$ cat config.mk
export PLATFORM = sky130hd
export DESIGN_NAME = axi_store_responder
export DESIGN_NICKNAME = d
export VERILOG_FILES = /design/src/rtl/axi_store_responder_pkg.sv /design/src/rtl/axi_store_responder_fifo.sv /design/src/rtl/axi_store_responder.sv
export SDC_FILE = /design/constraint.sdc
export NUM_CORES = 1
export LEC_CHECK = 0
export ABC_AREA = 1
export CORE_MARGIN = 2
export CORE_UTILIZATION = 35
export DETAILED_ROUTE_END_ITERATION = 8
export GPL_TIMING_DRIVEN = 0
export PLACE_DENSITY_LB_ADDON = 0.25
export SLEW_MARGIN = 20
export SYNTH_ARGS = -nofsm -noshare
export SYNTH_HDL_FRONTEND = slang
export SYNTH_HIERARCHICAL = 1
export SYNTH_SLANG_ARGS = --single-unit
$ cat constraint.sdc
create_clock -name clk_i -period 8.3 [get_ports clk_i]
set_input_delay 1.66 -clock clk_i [delete_from_list [all_inputs] [get_ports clk_i]]
set_output_delay 1.66 -clock clk_i [all_outputs]
set_load 0.02 [all_outputs]
$ cat src/rtl/axi_store_responder_pkg.sv
// Shared types, AXI constants and beat address helpers for the store responder
// and the store unit's address math.
package axi_store_responder_pkg;

    typedef logic [7:0] len_t;
    typedef logic [2:0] size_t;
    typedef logic [1:0] burst_t;
    typedef logic [1:0] resp_t;

    localparam burst_t BURST_FIXED = 2'b00;
    localparam burst_t BURST_INCR  = 2'b01;
    localparam burst_t BURST_WRAP  = 2'b10;
    localparam burst_t BURST_RSVD  = 2'b11;

    localparam resp_t RESP_OKAY   = 2'b00;
    localparam resp_t RESP_SLVERR = 2'b10;
    localparam resp_t RESP_DECERR = 2'b11;

    typedef struct packed {
        logic [4:0]  id;
        logic [63:0] addr;
        len_t        len;
        size_t       size;
        burst_t      burst;
    } aw_chan_t;

    typedef struct packed {
        logic [127:0] data;
        logic [15:0]  strb;
        logic         last;
    } w_chan_t;

    typedef struct packed {
        logic [4:0] id;
        resp_t      resp;
    } b_chan_t;

    // Byte address of beat n; INCR beats after the first are size-aligned.
    function automatic logic [63:0] beat_addr(input logic [63:0] addr, input size_t size,
                                              input len_t n, input burst_t burst);
        logic [63:0] aligned;
        aligned = (addr >> size) << size;
        if (burst == BURST_FIXED || n == '0) return addr;
        return aligned + (64'(n) << size);
    endfunction

    function automatic logic [63:0] beat_word_addr(input logic [63:0] addr, input size_t size,
                                                   input len_t n, input burst_t burst,
                                                   input int unsigned off_bits);
        return beat_addr(addr, size, n, burst) >> off_bits;
    endfunction

endpackage

$ cat src/rtl/axi_store_responder_fifo.sv
// Registered FIFO holding queued AW requests; a push is honoured on a full
// queue when a pop happens in the same cycle.
module axi_store_responder_fifo
    import axi_store_responder_pkg::*;
#(
    parameter int unsigned Depth = 4,
    parameter type T = aw_chan_t
) (
    input  logic clk_i,
    input  logic rst_ni,
    input  logic i_push,
    input  T     i_data,
    input  logic i_pop,
    output T     o_data,
    output logic o_empty,
    output logic o_full
);
    localparam int unsigned PtrW = $clog2(Depth);

    logic [PtrW-1:0] r_rd, r_wr;
    logic [PtrW:0]   r_cnt;
    T                r_mem [Depth];
    logic            w_do_push, w_do_pop;

    assign o_empty   = (r_cnt == '0);
    assign o_full    = (r_cnt == (PtrW+1)'(Depth));
    assign o_data    = r_mem[r_rd];
    assign w_do_pop  = i_pop && !o_empty;
    assign w_do_push = i_push && (!o_full || w_do_pop);

    always_ff @(posedge clk_i or negedge rst_ni) begin
        if (!rst_ni) begin
            r_rd  <= '0;
            r_wr  <= '0;
            r_cnt <= '0;
        end else begin
            if (w_do_push) r_wr <= (r_wr == PtrW'(Depth - 1)) ? '0 : r_wr + 1'b1;
            if (w_do_pop)  r_rd <= (r_rd == PtrW'(Depth - 1)) ? '0 : r_rd + 1'b1;
            if (w_do_push && !w_do_pop)      r_cnt <= r_cnt + 1'b1;
            else if (w_do_pop && !w_do_push) r_cnt <= r_cnt - 1'b1;
        end
    end

    always_ff @(posedge clk_i) begin
        if (w_do_push) r_mem[r_wr] <= i_data;
    end

endmodule

$ cat src/rtl/axi_store_responder.sv
// AXI write-side responder: queues AW bursts, writes strobed W beats into a
// word-addressed SRAM port and returns one B response per burst.
module axi_store_responder
    import axi_store_responder_pkg::*;
#(
    parameter int unsigned AxiDataWidth = 128,
    parameter int unsigned AxiAddrWidth = 64,
    parameter int unsigned AxiIdWidth   = 5,
    parameter int unsigned MemNumWords  = 1024,
    parameter int unsigned AwQueueDepth = 4,
    parameter type axi_aw_t = aw_chan_t,
    parameter type axi_w_t  = w_chan_t,
    parameter type axi_b_t  = b_chan_t,
    localparam int unsigned AddrBits = $clog2(MemNumWords)
) (
    input  logic                      clk_i,
    input  logic                      rst_ni,
    input  axi_aw_t                   axi_aw_i,
    input  logic                      axi_aw_valid_i,
    output logic                      axi_aw_ready_o,
    input  axi_w_t                    axi_w_i,
    input  logic                      axi_w_valid_i,
    output logic                      axi_w_ready_o,
    output axi_b_t                    axi_b_o,
    output logic                      axi_b_valid_o,
    input  logic                      axi_b_ready_i,
    output logic                      mem_req_o,
    output logic [AddrBits-1:0]       mem_addr_o,
    output logic [AxiDataWidth-1:0]   mem_wdata_o,
    output logic [AxiDataWidth/8-1:0] mem_be_o,
    input  logic                      mem_gnt_i,
    output logic                      busy_o
);
    localparam int unsigned NumBytes = AxiDataWidth / 8;
    localparam int unsigned OffBits  = $clog2(NumBytes);

    typedef enum logic {IDLE, DATA} state_e;

    state_e                  r_state, w_state_d;
    axi_aw_t                 w_head, r_aw;
    logic                    w_empty, w_full, w_push, w_pop;
    len_t                    r_cnt;
    logic                    r_supp;
    resp_t                   r_resp, w_pop_resp, w_final_resp;
    logic                    r_b_valid;
    logic [AxiIdWidth-1:0]   r_b_id;
    resp_t                   r_b_resp;
    logic [AxiAddrWidth-1:0] w_head_addr, w_cur_addr;
    logic [OffBits-1:0]      w_lower, w_upper, w_mask;
    logic                    w_last_beat, w_b_free, w_mismatch, w_w_hs;
    logic                    w_w_ready, w_mem_req, w_b_load;

    assign w_push         = axi_aw_valid_i && !w_full;
    assign axi_aw_ready_o = !w_full;

    axi_store_responder_fifo #(
        .Depth (AwQueueDepth),
        .T     (axi_aw_t)
    ) i_aw_queue (
        .clk_i   (clk_i),
        .rst_ni  (rst_ni),
        .i_push  (w_push),
        .i_data  (axi_aw_i),
        .i_pop   (w_pop),
        .o_data  (w_head),
        .o_empty (w_empty),
        .o_full  (w_full)
    );

    assign w_head_addr  = w_head.addr;
    assign w_cur_addr   = r_aw.addr;
    assign w_last_beat  = (r_cnt == r_aw.len);
    assign w_b_free     = !r_b_valid || axi_b_ready_i;
    assign w_mismatch   = (axi_w_i.last != w_last_beat);
    assign w_w_hs       = axi_w_valid_i && w_w_ready;
    assign w_final_resp = (w_mismatch && r_resp != RESP_DECERR) ? RESP_SLVERR : r_resp;

    // Beat window: [beat offset, size-aligned offset + 2^size - 1] == offset | size mask.
    assign w_lower = OffBits'(beat_addr(64'(w_cur_addr), r_aw.size, r_cnt, r_aw.burst));
    assign w_mask  = OffBits'((8'd1 << r_aw.size) - 8'd1);
    assign w_upper = w_lower | w_mask;

    always_comb begin
        w_pop_resp = RESP_OKAY;
        if (w_head.burst == BURST_WRAP || w_head.burst == BURST_RSVD || 32'(w_head.size) > OffBits)
            w_pop_resp = RESP_SLVERR;
        if (beat_word_addr(64'(w_head_addr), w_head.size, '0, w_head.burst, OffBits) >= 64'(MemNumWords) ||
            beat_word_addr(64'(w_head_addr), w_head.size, w_head.len, w_head.burst, OffBits) >= 64'(MemNumWords))
            w_pop_resp = RESP_DECERR;
    end

    always_comb begin
        w_state_d = r_state;
        w_pop     = 1'b0;
        w_w_ready = 1'b0;
        w_mem_req = 1'b0;
        w_b_load  = 1'b0;
        case (r_state)
            IDLE: begin
                if (!w_empty) begin
                    w_pop     = 1'b1;
                    w_state_d = DATA;
                end
            end
            DATA: begin
                w_w_ready = (!w_last_beat || w_b_free) && (r_supp || mem_gnt_i);
                w_mem_req = axi_w_valid_i && !r_supp && (!w_last_beat || w_b_free);
                // Last beat pops the next AW directly so bursts run back-to-back.
                if (w_w_hs && w_last_beat) begin
                    w_b_load = 1'b1;
                    if (!w_empty) w_pop = 1'b1;
                    else          w_state_d = IDLE;
                end
            end
            default: w_state_d = IDLE;
        endcase
    end

    always_ff @(posedge clk_i or negedge rst_ni) begin
        if (!rst_ni) r_state <= IDLE;
        else         r_state <= w_state_d;
    end

    always_ff @(posedge clk_i or negedge rst_ni) begin
        if (!rst_ni) begin
            r_aw   <= '0;
            r_cnt  <= '0;
            r_supp <= 1'b0;
            r_resp <= RESP_OKAY;
        end else if (w_pop) begin
            r_aw   <= w_head;
            r_cnt  <= '0;
            r_supp <= (w_pop_resp != RESP_OKAY);
            r_resp <= w_pop_resp;
        end else if (w_w_hs && !w_last_beat) begin
            r_cnt  <= r_cnt + len_t'(1);
            r_resp <= w_final_resp;
        end
    end

    always_ff @(posedge clk_i or negedge rst_ni) begin
        if (!rst_ni) begin
            r_b_valid <= 1'b0;
            r_b_id    <= '0;
            r_b_resp  <= RESP_OKAY;
        end else if (w_b_load) begin
            r_b_valid <= 1'b1;
            r_b_id    <= r_aw.id;
            r_b_resp  <= w_final_resp;
        end else if (axi_b_ready_i) begin
            r_b_valid <= 1'b0;
        end
    end

    always_comb begin
        axi_b_o      = '0;
        axi_b_o.id   = r_b_id;
        axi_b_o.resp = r_b_resp;
    end

    always_comb begin
        mem_addr_o  = '0;
        mem_wdata_o = '0;
        mem_be_o    = '0;
        if (r_state == DATA) begin
            mem_addr_o  = AddrBits'(beat_word_addr(64'(w_cur_addr), r_aw.size, r_cnt, r_aw.burst, OffBits));
            mem_wdata_o = axi_w_i.data;
            for (int unsigned i = 0; i < NumBytes; i++)
                mem_be_o[i] = axi_w_i.strb[i] && (OffBits'(i) >= w_lower) && (OffBits'(i) <= w_upper);
        end
    end

    assign axi_w_ready_o = w_w_ready;
    assign mem_req_o     = w_mem_req;
    assign axi_b_valid_o = r_b_valid;
    assign busy_o        = !w_empty || (r_state == DATA) || r_b_valid;

endmodule

Word level (Yosys, flattened, before mapping)
Memory sizes are Yosys's and may differ from the RTL's.
Index checks and enable logic that the tools add are counted.

cells by class
  equality and inequality tests = 8
  $lt $le $gt $ge = 35
  add/sub/neg operators = 8
  muxes and demuxes = 35
  reductions and logical operators = 71
  shift-type cells = 7
  bitwise operators = 2

operators by type and width
  cell                                                                  number
  2-to-1 mux 128 bit                                                    1
  2-to-1 mux 64 bit                                                     2
  right shift 64 x 3 -> 64 bit                                          2
  greater-or-equal comparator 60 x 11 -> 1 bit (second input constant)  2
  adder 64 bit                                                          1
  left shift 64 x 3 -> 14 bit                                           1
  left shift 64 x 3 -> 64 bit                                           1
  left shift 8 x 3 -> 64 bit                                            1
  logical AND 1 bit                                                     44
  greater-or-equal comparator 4 bit (first input constant)              8
  <= comparator 4 bit (first input constant)                            8
  2-to-1 mux 14 bit                                                     2
  greater-or-equal comparator 3 x 4 -> 1 bit (first input constant)     4
  <= comparator 3 x 4 -> 1 bit (first input constant)                   4
  logical NOT 8 bit                                                     2
  2-to-1 mux 16 bit                                                     1
  2-to-1 mux 8 bit                                                      2
  adder 14 bit                                                          1
  2-to-1 mux 1 bit                                                      14
  2-to-1 mux 2 bit                                                      7
  left shift 8 x 3 -> 14 bit                                            1
  logical OR 1 bit                                                      11
  2-to-1 mux 10 bit                                                     1
  adder 8 x 1 -> 8 bit (second input constant)                          1
  24 further kinds                                                      44

word-level totals
  output and inout bits = 166
  memories kept = 1
  memory bits (writable) = 328
  register bits = 109
  bits of input ports = 233
  logic and storage cells = 182

memories
  name              depth  bits a word  rd ports  clocked after Yosys merged registers in  wr ports  line                            source
  i_aw_queue.r_mem  4      82           1         0                                        1         axi_store_responder_fifo.sv:22  T r_mem [Depth];

Depth between registers and ports, before layout
Gate-level depths: netlist of run 1.

  word-level depth = 16
  gate-level depth with buffers = 34

Modules after synthesis
The synthesis of run 1 kept the hierarchy.

by module, submodules not included
  module                    area each (um^2)  seq. area each (um^2)  cells an instance  times used
  axi_store_responder_fifo  13,526.7          10,024.6               1,017              1
  axi_store_responder       6,678.9           1,301.2                1,187              1

Worst setup path after synthesis of run 1
Ideal clock, no wire load.

  kind = input to register
  start = in axi_b_ready_i
  end = mem i_aw_queue/r_mem[0][0] in the netlist's numbering, enable pin
  required time = 7,777 ps
  path slack = 1,476 ps
  library setup time = 523 ps
  path buffers = 1
  stages on the path = 13
  data arrival time = 6,301 ps
  cell sequence = nor2_1 -> nand2_1 -> nand2_1 -> nor2_2 -> nand3_1 -> nand2_1 -> nand2_2 -> inv_2 -> buf_4 -> inv_1 -> nand3_1 -> nand2_1 -> nor2_1

between the ends
  cells in the longest elaborated chain, start to end = 13

ends and longest elaborated chain
  what                                    line                            source
  start: declaration                      axi_store_responder.sv:26       input logic axi_b_ready_i,
  logical OR 1 bit                        axi_store_responder.sv:73       assign w_b_free = !r_b_valid || axi_b_ready_i;
  logical OR 1 bit                        axi_store_responder.sv:106      w_w_ready = (!w_last_beat || w_b_free) && (r_supp || mem_gnt_i);
  logical AND 1 bit                       axi_store_responder.sv:106
  2-to-1 mux 1 bit                        axi_store_responder.sv:98       case (r_state)
  via axi_w_ready_o                       axi_store_responder.sv:23       output logic axi_w_ready_o,
  logical AND 1 bit                       axi_store_responder.sv:75       assign w_w_hs = axi_w_valid_i && w_w_ready;
  logical AND 1 bit                       axi_store_responder.sv:109      if (w_w_hs && w_last_beat) begin
  2-to-1 mux 1 bit                        axi_store_responder.sv:109
  case mux 1 bit (2 select lines)         axi_store_responder.sv:98
  via w_pop                               axi_store_responder.sv:41       logic w_empty, w_full, w_push, w_pop;
  logical AND 1 bit                       axi_store_responder_fifo.sv:28  assign w_do_pop = i_pop && !o_empty;
  logical OR 1 bit                        axi_store_responder_fifo.sv:29  assign w_do_push = i_push && (!o_full || w_do_pop);
  logical AND 1 bit                       axi_store_responder_fifo.sv:29
  2-to-1 mux 1 bit                        axi_store_responder_fifo.sv:45  if (w_do_push) r_mem[r_wr] <= i_data;
  2-to-1 mux 1 bit (not written as such)  axi_store_responder_fifo.sv:45
  end: declaration                        axi_store_responder_fifo.sv:22

The timed path passes the listed nets, and every way through them passes these cells.

Worst setup path in the final report of run 1
  start = reg r_aw[2] in the netlist's numbering
  end = out mem_addr_o[8]

between the ends
  cells in the longest elaborated chain, start to end = 5

ends and longest elaborated chain
  what                          line                           source
  start: declaration            axi_store_responder.sv:40      axi_aw_t w_head, r_aw;
  start signal: assignment      axi_store_responder.sv:131     r_aw <= w_head;
  right shift 64 x 3 -> 64 bit  axi_store_responder_pkg.sv:42  aligned = (addr >> size) << size;
  left shift 64 x 3 -> 14 bit   axi_store_responder_pkg.sv:42
  adder 14 bit (*)              axi_store_responder_pkg.sv:44  return aligned + (64'(n) << size);
  2-to-1 mux 14 bit (*)         axi_store_responder_pkg.sv:44
  2-to-1 mux 10 bit (*)         axi_store_responder.sv:165     if (r_state == DATA) begin
  end: declaration              axi_store_responder.sv:28      output logic [AddrBits-1:0] mem_addr_o,

Mark *: on every way between the ends. The rest lies on a longest branch, timed or not.

==> run metrics, run 1 <==
Std-Cell Core Area=~0.057 sq mm; first-pass GRT wire length=around 95,000 um; Routed WL=about 62,000 um; r2r worst-path depth=22; post-layout util=a little under half; Via density=4.795; Setup crit end kind=output pin; top_reg_cell synth=edfxtp_1; Pre-antenna DRT Iters=5; layout cells sized above 1=about 7.4%; Static Leak=between 0.01 and 0.015 uW; Crit path max-delay family=buffers and inverters; peak supply drop=around 180 uV; post-synth top area share=around 49%; post-synthesis sequential area ratio=56.05%; critical path class=flip-flop to output pin; ys async rst share=between 10% and 20%; post-synthesis mux area share=less than 1%; hold path cells=2; Avg Inst Size Synth=9.168 sq um; startpoint types=flip-flop; largest net degree at the start of global routing=56; Worst-path clk slew=approximately 60 ps; residual DRC count=0; Tcrit/Tclk final=between 80 and 90%; post-synthesis compound-gate area fraction=between 10% and 20%; slew of the pin with the lowest slew margin=around 700 ps; DP Wirelength=roughly 48,000 um; # clock sinks=slightly below 400; min Tclk post-route=between 6000 and 7000 ps; Port-buffer cells=398; vias in the first global route=~16,000; CP cell instances=buf_2, buf_2, clkbuf_1, buf_2, o21ai_0, o21ai_0, o22ai_1, ha_1, a21oi_1, o21ai_0, a21oi_1, inv_1, a21oi_1, o21ai_0, nand2_1, nand2_1, a21oi_1, a21oi_1, o21ai_0, nand2_1, inv_1, clkdlybuf4s50_1; outcome=complete, no violations; initial DRC count=~1,000; io pins=around 400; hold_buf cts=0; H-tree depth=2; slowest stage cell on the critical path=clkdlybuf4s50_1; Die X=~240 um; post-route cell area=0.02686 sq mm; CTS tree=yes; die height=around 240 um; Synth Area in XOR/XNOR=less than 1%; area grow syn2layout=32.94%; Post-Syn Instances=2,204; PwrDens=approximately 330 mW/mm^2; post-CTS setup buffer count=0; HP Class=flip-flop to flip-flop; clk_lat worst skew=approximately 530 ps; f_max=~150 MHz; Clock Root Buffer=clkbuf_16; Fin. Hold Viols=0; Final ANT Viol Nets=0; Synth Area in Simple Gates=between 10% and 20%; combinational family with the most area after synthesis=simple AND/OR/NAND/NOR gates; hold slack=roughly 480 ps; CP arrival=between 5000 and 6000 ps; RSZ-0062 raised after global routing=false; Post-Synth Adder-Cell Area=about 2.4%; Worst Skew=~14 ps; post-synth top area cell=edfxtp_1; Synth area leaders=edfxtp_1 49%, nand2_1 10%, inv_1 7.4%; Mapped Area=around 0.020 sq mm; cell row count=88; effective utilization at floorplan=about a third; max_cap viols=0; Final nets=approximately 2,900; Rel. slew slack=a little over half; Ys Warns=6; CTS Buf Count=39; Syn Nets=approximately 2,500; EDFF count, synth=328; Die ar.=~0.060 sq mm; Crit path largest cell delay=between 600 and 700 ps; Stages on worst setup path=22; routed vias=approximately 17,000; Finish-stage setup viols=0; Buffers & Inverters on Critical Path=7; distinct cell type count after synthesis=48; Placed Area=0.02564 sq mm; CTS Buffer Depth=3; Avg WL per Cell=around 18 um; GPL Wtd Cong=approximately 0.87; WP data required=between 6000 and 7000 ps; post-cts sizing count=0; GRT Total Usage=about a fifth; crit path max fanout=10; gr ovfl total=0; #FFs+latches synth=between 300 and 400; initial antenna violation count=7; layout filler cell count=roughly 5,400; Final Max Tran Viols=0
cell families (layout without fill, tap and decap cells):
logic type,Yosys count,in the layout
AOI/OAI and AO/OA,473,473
xor gates and xnor gates,17,17
adders and majority gates,37,37
buffers and inverters,536,1021
DFF,387,387
muxes,8,8
other,0,3
and+or+nand+nor,746,746
state kept, by name, indices dropped and copies added, names as in the netlist, 2 cells and up:
register / flops
r_b_resp: 2
r_aw: 18
i_aw_queue/r_mem: 328
r_b_id: 5
r_cnt: 8
w_cur_addr: 14
r_resp: 2
i_aw_queue/r_rd: 2
i_aw_queue/r_wr: 2
i_aw_queue/r_cnt: 3
placed cells by master, fill, tap and decap left out, drive strengths merged, types with 7 or more instances in the layout:
cell	n
nor2	70
dfrtp	59
xor2	7
buf	84
nand2	564
clkinv	17
a21oi	131
clkdlybuf4s50	397
nand3	54
inv	408
nor4	19
ha	35
clkbuf	113
nand4	14
edfxtp	328
mux2i	8
nor3	18
o21ai	222
o211ai	97
xnor2	10
where the power goes:
group	internal (uW)	switching, uW
registers	2540	157
clock network	956	712
logic	1600	2800
through the flow:
| step | setup WS [ps] | setup TNS (ps) | cells | power [uW] |
|---|---|---|---|---|
| global placement | -2379 | -767270 | 3367 | 7049 |
| finish | 1452 | 0 | 3457 | 8771 |
| detailed placement | 1975 | 0 | 3385 | 7145 |
| CTS | 1397 | 0 | 3454 | 8837 |
| global route | 1001 | 0 | 3454 | 9419 |
| floorplan | 1476 | 0 | 2204 | 5621 |
worst reg2reg max path, stage by stage (launching register included):
cell and delay (ps):
dfrtp_1 440, buf_2 330, buf_2 340, a21oi_1 70
o21ai_1 90, nand2_1 200, inv_1 220, clkbuf_1 350
clkbuf_1 440, buf_1 400, o21ai_0 200, o21ai_0 280
ha_1 320, a21oi_1 140, o21ai_0 100, a21oi_1 170
nand3b_1 100, nand2_1 70, nand2_1 120, nand2_1 110
nand3_1 90, nand2_1 170, o21ai_1 90
Yosys cell counts, types with 2 or more instances:
library cell	count
o22ai_1	4
o21ai_2	10
inv_4	2
mux2i_1	8
buf_2	23
o21ai_1	87
buf_1	5
a211oi_1	5
a22oi_1	3
dfrtp_1	59
fa_1	2
inv_2	6
inv_1	399
buf_6	29
o21ai_4	2
or2_1	3
xor2_1	7
clkinv_1	2
nor3_1	15
or2_2	2
buf_4	8
nand3_1	54
o211ai_2	23
o211ai_1	74
a31oi_1	5
nor4_1	19
ha_1	35
a21oi_1	130
clkbuf_2	7
o21a_1	2
nand2_2	4
nor3_4	2
nor2_1	69
xnor2_1	10
edfxtp_1	328
nand2_1	560
clkbuf_1	55
o21ai_0	123
nand4_1	14
routing by layer:
layer / vias up / share of wire (%) / GRT usage (%)
li1: 8173 / - / -
met1: 7799 / 39 / 23.32
met2: 507 / 52 / 38.23
met3: 87 / 6.4 / 4.006
met4: 12 / 2.4 / 5.488
met5: - / 0.14 / 0
layout make-up:
type,count,area (sq um),area share (%)
Clock inverter,18,128.9,0.4798
Inverter,409,1540,5.734
Multi-Input combinational cell,1281,6608,24.60
Sequential cell,387,11330,42.17
Antenna cell,3,7.507,0.02795
Buffer,127,762.0,2.837
Clock buffer,51,1085,4.039
Timing Repair Buffer,416,4447,16.55
Tap cell,765,957.2,3.563
path summary, 6_finish.rpt:
| check | from | endpoint | slack [ps] |
|---|---|---|---|
| max | r_aw[2] | mem_addr_o[8] | 1450 |
| min | r_aw[79] | r_b_id[2] | 480 |
| min reg2reg | r_aw[79] | r_b_id[2] | 480 |
| min in group asynchronous | rst_ni | r_b_id[1] | 930 |
| max in group asynchronous | rst_ni | w_cur_addr[5] | 6890 |
| max reg2reg | i_aw_queue/r_rd[1] | r_supp | 3350 |
(Power assumes the default switching activity.)
==> run 2: changes to the inputs <==
==> constraint.sdc (replaced) <==
create_clock -name clk_i -period 6.1 [get_ports clk_i]
set_input_delay 1.22 -clock clk_i [delete_from_list [all_inputs] [get_ports clk_i]]
set_output_delay 1.22 -clock clk_i [all_outputs]
set_load 0.02 [all_outputs]
==> run metrics, run 2 (same netlist as run 1, synthesis figures left out) <==
Worst-path clk slew=60 ps (about the same); io pins=399 (unchanged); DP Wirelength=47,970 um (unchanged); Clock Root Buffer=clkbuf_16 (unchanged); worst hold path startpoint=r_aw[79] (unchanged); Die ar.=0.05967 sq mm (unchanged); largest net degree at the start of global routing=56 (unchanged); Setup crit end=mem_be_o[6] (was mem_addr_o[8]); Final Max Tran Viols=0 (unchanged); FF-to-FF setup slack=1140 ps (was 3350 ps); min Tclk post-route=around 5700 ps; Finish-stage setup viols=0 (unchanged); Pre-antenna DRT Iters=5 (unchanged); max reg flops=328 (unchanged); routed vias=16,560 (was 16,578); Static Leak=0.01163 uW (was 0.01136 uW); footprint of the multi-input gates=0.006624 sq mm (was 0.006608 sq mm); outcome=complete, no violations (unchanged); commonest cells after routing, fill and taps aside=560 x nand2_1, 399 x inv_1, 382 x clkdlybuf4s50_1 (was 560 x nand2_1, 399 x inv_1, 397 x clkdlybuf4s50_1); Routed WL=62,550 um (was 62,380 um); layout cells sized above 1=7.810% (was 7.401%); initial antenna violation count=7 (unchanged); first-pass GRT wire length=94,600 um (was 94,590 um); PwrDens=445.3 mW/mm^2 (was 326.5 mW/mm^2); largest register by flop count=i_aw_queue/r_mem (unchanged); Rel. slew slack=53.82% (was 53.99%); sw frac=41.87% (was 41.82%); CTS Buf Count=39 (unchanged); most common cell after layout, fill and taps aside=nand2_1 (unchanged); residual DRC count=0 (unchanged); slowest stage cell on the critical path=clkdlybuf4s50_1 (unchanged); CTS tree=yes (unchanged); peak supply drop=250.1 uV (was 183.9 uV); startpoint types=flip-flop (unchanged); Tcrit/Tclk final=93.28%; TNS Setup=0 ps (unchanged); WP data required=4880 ps (was 6640 ps); area grow syn2layout=33.29% (was 32.94%); Sequential Power Share=30.7% (was 30.8%); slew of the pin with the lowest slew margin=686.4 ps (was 683.9 ps); gr ovfl total=0 (unchanged); Clock power frac=18.9% (was 19.0%); Final ANT Viol Nets=0 (unchanged); Final nets=2,931 (unchanged); final worst slack=410.0 ps (was 1452 ps); max_cap viols=0 (unchanged); worst reg2reg endpoint=r_supp (unchanged); Setup crit end kind=output pin (unchanged); GPL Wtd Cong=0.8679 (unchanged); Port-buffer cells=398 (unchanged); Reg-to-Reg Start=i_aw_queue/r_rd[1] (unchanged); clk_lat worst skew=530 ps (about the same); vias in the first global route=16,269 (was 16,277); Fin. Hold Viols=0 (unchanged); GRT Total Usage=20.33% (about the same); P_int=6970 uW (was 5103 uW); H-tree depth=2 (unchanged); die height=244.3 um (unchanged); cell row count=88 (unchanged); hold_buf cts=0 (unchanged); Crit path largest cell delay=640 ps (was 610 ps); Comb pwr share=50.3% (was 50.2%); r2r worst-path depth=28 (was 22); pre-CTS WS=215.1 ps (was 1975 ps); initial DRC count=951 (was 992); f_max=~180 MHz; Avg WL per Cell=18.09 um (was 18.04 um); # clock sinks=387 (unchanged); Std-Cell Core Area=0.05737 sq mm (unchanged); P_sw=5021 uW (was 3668 uW); HP Class=flip-flop to flip-flop (unchanged); critical path class=flip-flop to output pin (unchanged); Via density=4.790 (was 4.795); crit path launch=r_aw[2] (unchanged); effective utilization at floorplan=35.22% (unchanged); crit path max fanout=10 (unchanged); Die X=244.3 um (unchanged); Worst Skew=14.02 ps (was 13.54 ps); layout filler cell count=5,392 (was 5,389); CTS Buffer Depth=3 (unchanged); storage element area=0.01133 sq mm (unchanged); CP cell instances=buf_2, o21ai_0, o21ai_0, a22oi_1, nor2_1, a31oi_1, nand2_1, o21ai_0, inv_1, nor2_1, ha_1, a21oi_1, nand2_1, xor2_1, nand2_1, o21ai_4, nand2_2, a21oi_1, nor3_1, clkdlybuf4s50_1 (was buf_2, buf_2, clkbuf_1, buf_2, o21ai_0, o21ai_0, o22ai_1, ha_1, a21oi_1, o21ai_0, a21oi_1, inv_1, a21oi_1, o21ai_0, nand2_1, nand2_1, a21oi_1, a21oi_1, o21ai_0, nand2_1, inv_1, clkdlybuf4s50_1); CP arrival=4470 ps (was 5190 ps)
run 2: worst min path at each step:
stage           endpoint  slack, ps  cells past startpoint
2_1_floorplan  r_b_id[0]        440                      2
3_3_place_gp    r_aw[78]        470                      2
3_5_place_dp   r_b_id[2]        470                      2
4_1_cts        r_b_id[0]        460                      1
5_1_grt        r_b_id[1]        460                      1
6_report       r_b_id[2]        480                      2
run 2: critical path, delay by kind of cell, from the launching register on:
kind | cells | cell delay (ps)
flops | 1 | 370
simple gates | 7 | 860
buf+inv | 3 | 910
xor+xnor | 1 | 180
compound gates | 8 | 1340
fa+ha+maj | 1 | 290
run 2: area by class of cell:
type / instances / area share, %
well taps: 765 / 3.554
plain buffers: 125 / 2.839
inverters: 409 / 5.719
multi-input cells: 1281 / 24.59
repair buffers: 418 / 16.71
diodes: 3 / 0.02787
clock inverters: 18 / 0.4785
flip-flops and latches: 387 / 42.05
clock buffers: 51 / 4.028
run 2: metal layers:
layer  wire, um  part of all wire [%]  global-route usage [%]  up-vias
met5         86                  0.14                       0        -
met4       1503                   2.4                   5.488       12
met3       3792                   6.1                   4.006       88
met2      32740                    52                   38.23      460
met1      24430                    39                   23.33     7819
li1           -                     -                       -     8181
run 2: metrics by stage:
stage	cell area [sq um]	total power, uW	hold WS [ps]	utilization, %	std cells
2_1_floorplan	20210	7649	442.2	-	2204
3_3_place_gp	25150	9591	469.6	43.84	3367
3_5_place_dp	25640	9722	467.3	44.70	3385
4_1_cts	26860	12030	463.0	46.83	3454
5_1_grt	26920	12860	459.3	46.94	3454
6_report	26930	11990	478.9	46.95	3457
run 2: timing repair:
item,4_1_cts,5_1_grt
gates resized for setup,11,23
setup endpoints to repair,4,18
setup buffers,0,2
pin swaps,0,1
run 2: power groups by stage:
stage | clock network [uW] | registers (uW) | logic (uW)
finish | 2270 | 3690 | 6040
global route | 2440 | 3740 | 6690
CTS | 2330 | 3670 | 6030
detailed placement | 0 | 3730 | 5990
global placement | 0 | 3840 | 5750
floorplan | 0 | 3730 | 3920
==> run 3: changes to the inputs <==
--- a/config.mk
+++ b/config.mk
@@ -7,7 +7,7 @@
 export LEC_CHECK = 0
 export ABC_AREA = 1
 export CORE_MARGIN = 2
-export CORE_UTILIZATION = 35
+export CORE_UTILIZATION = 40
 export DETAILED_ROUTE_END_ITERATION = 8
 export GPL_TIMING_DRIVEN = 0
 export PLACE_DENSITY_LB_ADDON = 0.25
==> run metrics, run 3 (same netlist as run 1, synthesis figures left out) <==
CTS Buf Count=39 (unchanged); min Tclk post-route=5767 ps (was 5690 ps); Std-Cell Core Area=0.04997 sq mm (was 0.05737 sq mm); hold slack=477.8 ps (was 478.9 ps); slowest stage cell on the critical path=clkdlybuf4s50_1 (unchanged); CTS tree=yes (unchanged); met2 GRT Util=43.85% (was 38.23%); PwrDens=444.1 mW/mm^2 (was 445.3 mW/mm^2); H-tree depth=2 (unchanged); peak supply drop=252.0 uV (was 250.1 uV); sw frac=42.25% (was 41.87%); most common cell after layout, fill and taps aside=nand2_1 (unchanged); Port-buffer cells=398 (unchanged); pre-CTS WS=227.1 ps (was 215.1 ps); P_int=6832 uW (was 6970 uW); Die X=228.8 um (was 244.3 um); initial antenna violation count=8 (was 7); Via density=5.007 (was 4.790); hold path cells=2 (unchanged); CP arrival=4550 ps (was 4470 ps); FF-to-FF setup slack=1310 ps (was 1140 ps); f_max=173.4 MHz (was 175.7 MHz); CTS Buffer Depth=3 (unchanged); footprint of the multi-input gates=0.006614 sq mm (was 0.006624 sq mm); met1 GRT Util=28.79% (was 23.33%); Final nets=2,928 (was 2,931); gr ovfl total=0 (unchanged); largest register by flop count=i_aw_queue/r_mem (unchanged); vias in the first global route=16,591 (was 16,269); P_sw=4998 uW (was 5021 uW); Final Max Tran Viols=0 (unchanged); Routed WL=63,840 um (was 62,550 um); cell row count=82 (was 88); Rel. slew slack=52.00% (was 53.82%); storage element area=0.01133 sq mm (unchanged); post-CTS setup buffer count=0 (unchanged); Die ar.=0.05233 sq mm (was 0.05967 sq mm); GR peak layer=met2 (unchanged); Comb pwr share=50.3% (about the same); Finish-stage setup viols=0 (unchanged); r2r worst-path depth=29 (was 28); Avg WL per Cell=19.00 um (was 18.09 um); GPL Wtd Cong=0.9446 (was 0.8679); CP cell instances=buf_2, buf_2, o21ai_0, nand2_1, a22oi_1, nor2_1, a31oi_1, nand2_1, o21ai_0, inv_1, nor2_1, ha_1, a21oi_1, nand2_1, xor2_1, nand2_1, o21ai_4, inv_4, nor3_4, and3_1, clkdlybuf4s50_1 (was buf_2, o21ai_0, o21ai_0, a22oi_1, nor2_1, a31oi_1, nand2_1, o21ai_0, inv_1, nor2_1, ha_1, a21oi_1, nand2_1, xor2_1, nand2_1, o21ai_4, nand2_2, a21oi_1, nor3_1, clkdlybuf4s50_1); HP Class=flip-flop to flip-flop (unchanged); crit path max fanout=10 (unchanged); Fin. Hold Viols=0 (unchanged); io pins=399 (unchanged); Sequential Power Share=31.2% (was 30.7%); final worst slack=333.1 ps (was 410.0 ps); layout filler cell count=4,566 (was 5,392); first-pass GRT wire length=97,090 um (was 94,600 um); critical path class=flip-flop to output pin (unchanged); max_cap viols=0 (unchanged); residual DRC count=0 (unchanged); Clock power frac=18.5% (was 18.9%); largest net degree at the start of global routing=54 (was 56); die height=228.8 um (was 244.3 um); clk_lat worst skew=530 ps (about the same); layout cells sized above 1=7.409% (was 7.810%); M3 GR Usage=4.404% (was 4.006%); RSZ-0062 raised after global routing=false; commonest cells after routing, fill and taps aside=560 x nand2_1, 399 x inv_1, 384 x clkdlybuf4s50_1 (was 560 x nand2_1, 399 x inv_1, 382 x clkdlybuf4s50_1); initial DRC count=1,028 (was 951); outcome=complete, no violations (unchanged); Worst-path clk slew=60 ps (about the same); Crit path largest cell delay=590 ps (was 640 ps); effective utilization at floorplan=40.44% (was 35.22%); DP Wirelength=48,970 um (was 47,970 um); Final ANT Viol Nets=0 (unchanged); routed vias=16,822 (was 16,560); area grow syn2layout=31.83% (was 33.29%); Worst Skew=15.37 ps (was 14.02 ps); Most common cell on crit path=nand2_1; startpoint types=flip-flop (unchanged); max reg flops=328 (unchanged); Pre-antenna DRT Iters=6 (was 5); WP data required=4880 ps (about the same); Clock Root Buffer=clkbuf_16 (unchanged); Static Leak=0.01154 uW (was 0.01163 uW); Tcrit/Tclk final=94.54% (was 93.28%); GRT Total Usage=23.86% (was 20.33%); slew of the pin with the lowest slew margin=720.1 ps (was 686.4 ps); # clock sinks=387 (unchanged); Setup crit end kind=output pin (unchanged)
[run 3: cell count changes in the layout (fill, tap and decap cells not counted), sizes merged]
cell	delta
clkbuf	-6
clkinv	+4
clkdlybuf4s50	+2
dlymetal6s2s	-2
buf	-1
clkinvlp	-1
diode	-1
inv	+1
[run 3: final timing paths]
| kind | startpoint | endpoint |
|---|---|---|
| max reg2reg | i_aw_queue/r_rd[1] | r_supp |
| min in group asynchronous | rst_ni | r_b_id[3] |
| min | r_aw[78] | r_b_id[1] |
| max in group asynchronous | rst_ni | w_cur_addr[9] |
| max | r_aw[2] | mem_be_o[0] |
| min reg2reg | r_aw[78] | r_b_id[1] |
[run 3: per-layer routing]
metal | routed length, um | vias up
met5 | 68 | -
met4 | 1384 | 12
met3 | 4033 | 88
met2 | 32700 | 548
met1 | 25650 | 7994
li1 | - | 8180
[run 3: through the flow]
step | std cells | util, % | total power [uW] | instance area [sq um] | TNS, ps
2_1_floorplan | 2204 | - | 7649 | 20210 | -93110
3_3_place_gp | 3274 | 50.10 | 9514 | 25030 | -1305730
3_5_place_dp | 3291 | 50.94 | 9659 | 25450 | 0
4_1_cts | 3359 | 53.24 | 11890 | 26600 | 0
5_1_grt | 3360 | 53.31 | 12690 | 26640 | 0
6_report | 3360 | 53.31 | 11830 | 26640 | 0
[run 3: power by group through the flow]
stage / clock network (uW) / logic [uW] / registers, uW
floorplan: 0 / 3920 / 3730
global placement: 0 / 5680 / 3830
detailed placement: 0 / 5930 / 3730
CTS: 2240 / 5970 / 3680
global route: 2340 / 6620 / 3740
finish: 2190 / 5950 / 3690
[run 3: cell type report]
class,count,area share [%]
antenna,2,0.01879
buffer,125,2.851
clock buffer,47,3.777
clock inverter,22,0.5214
inverter,409,5.782
multi-input combinational,1281,24.83
sequential,387,42.52
tap,672,3.157
timing repair buffer,415,16.54
[run 3: critical path: cells and delay by family (launching register included)]
kind	cells	cell delay, ps
flops	1	370
buf+inv	5	1140
simple gates	8	940
fa+ha+maj	1	290
xor+xnor	1	160
compound gates	6	1100
[run 3: repair_timing]
action                                 4_1_cts  5_1_grt
setup endpoints to repair                    3       16
endpoints found under the hold margin        0        0
hold buffers                                 0        0
gates resized for setup                     11       14
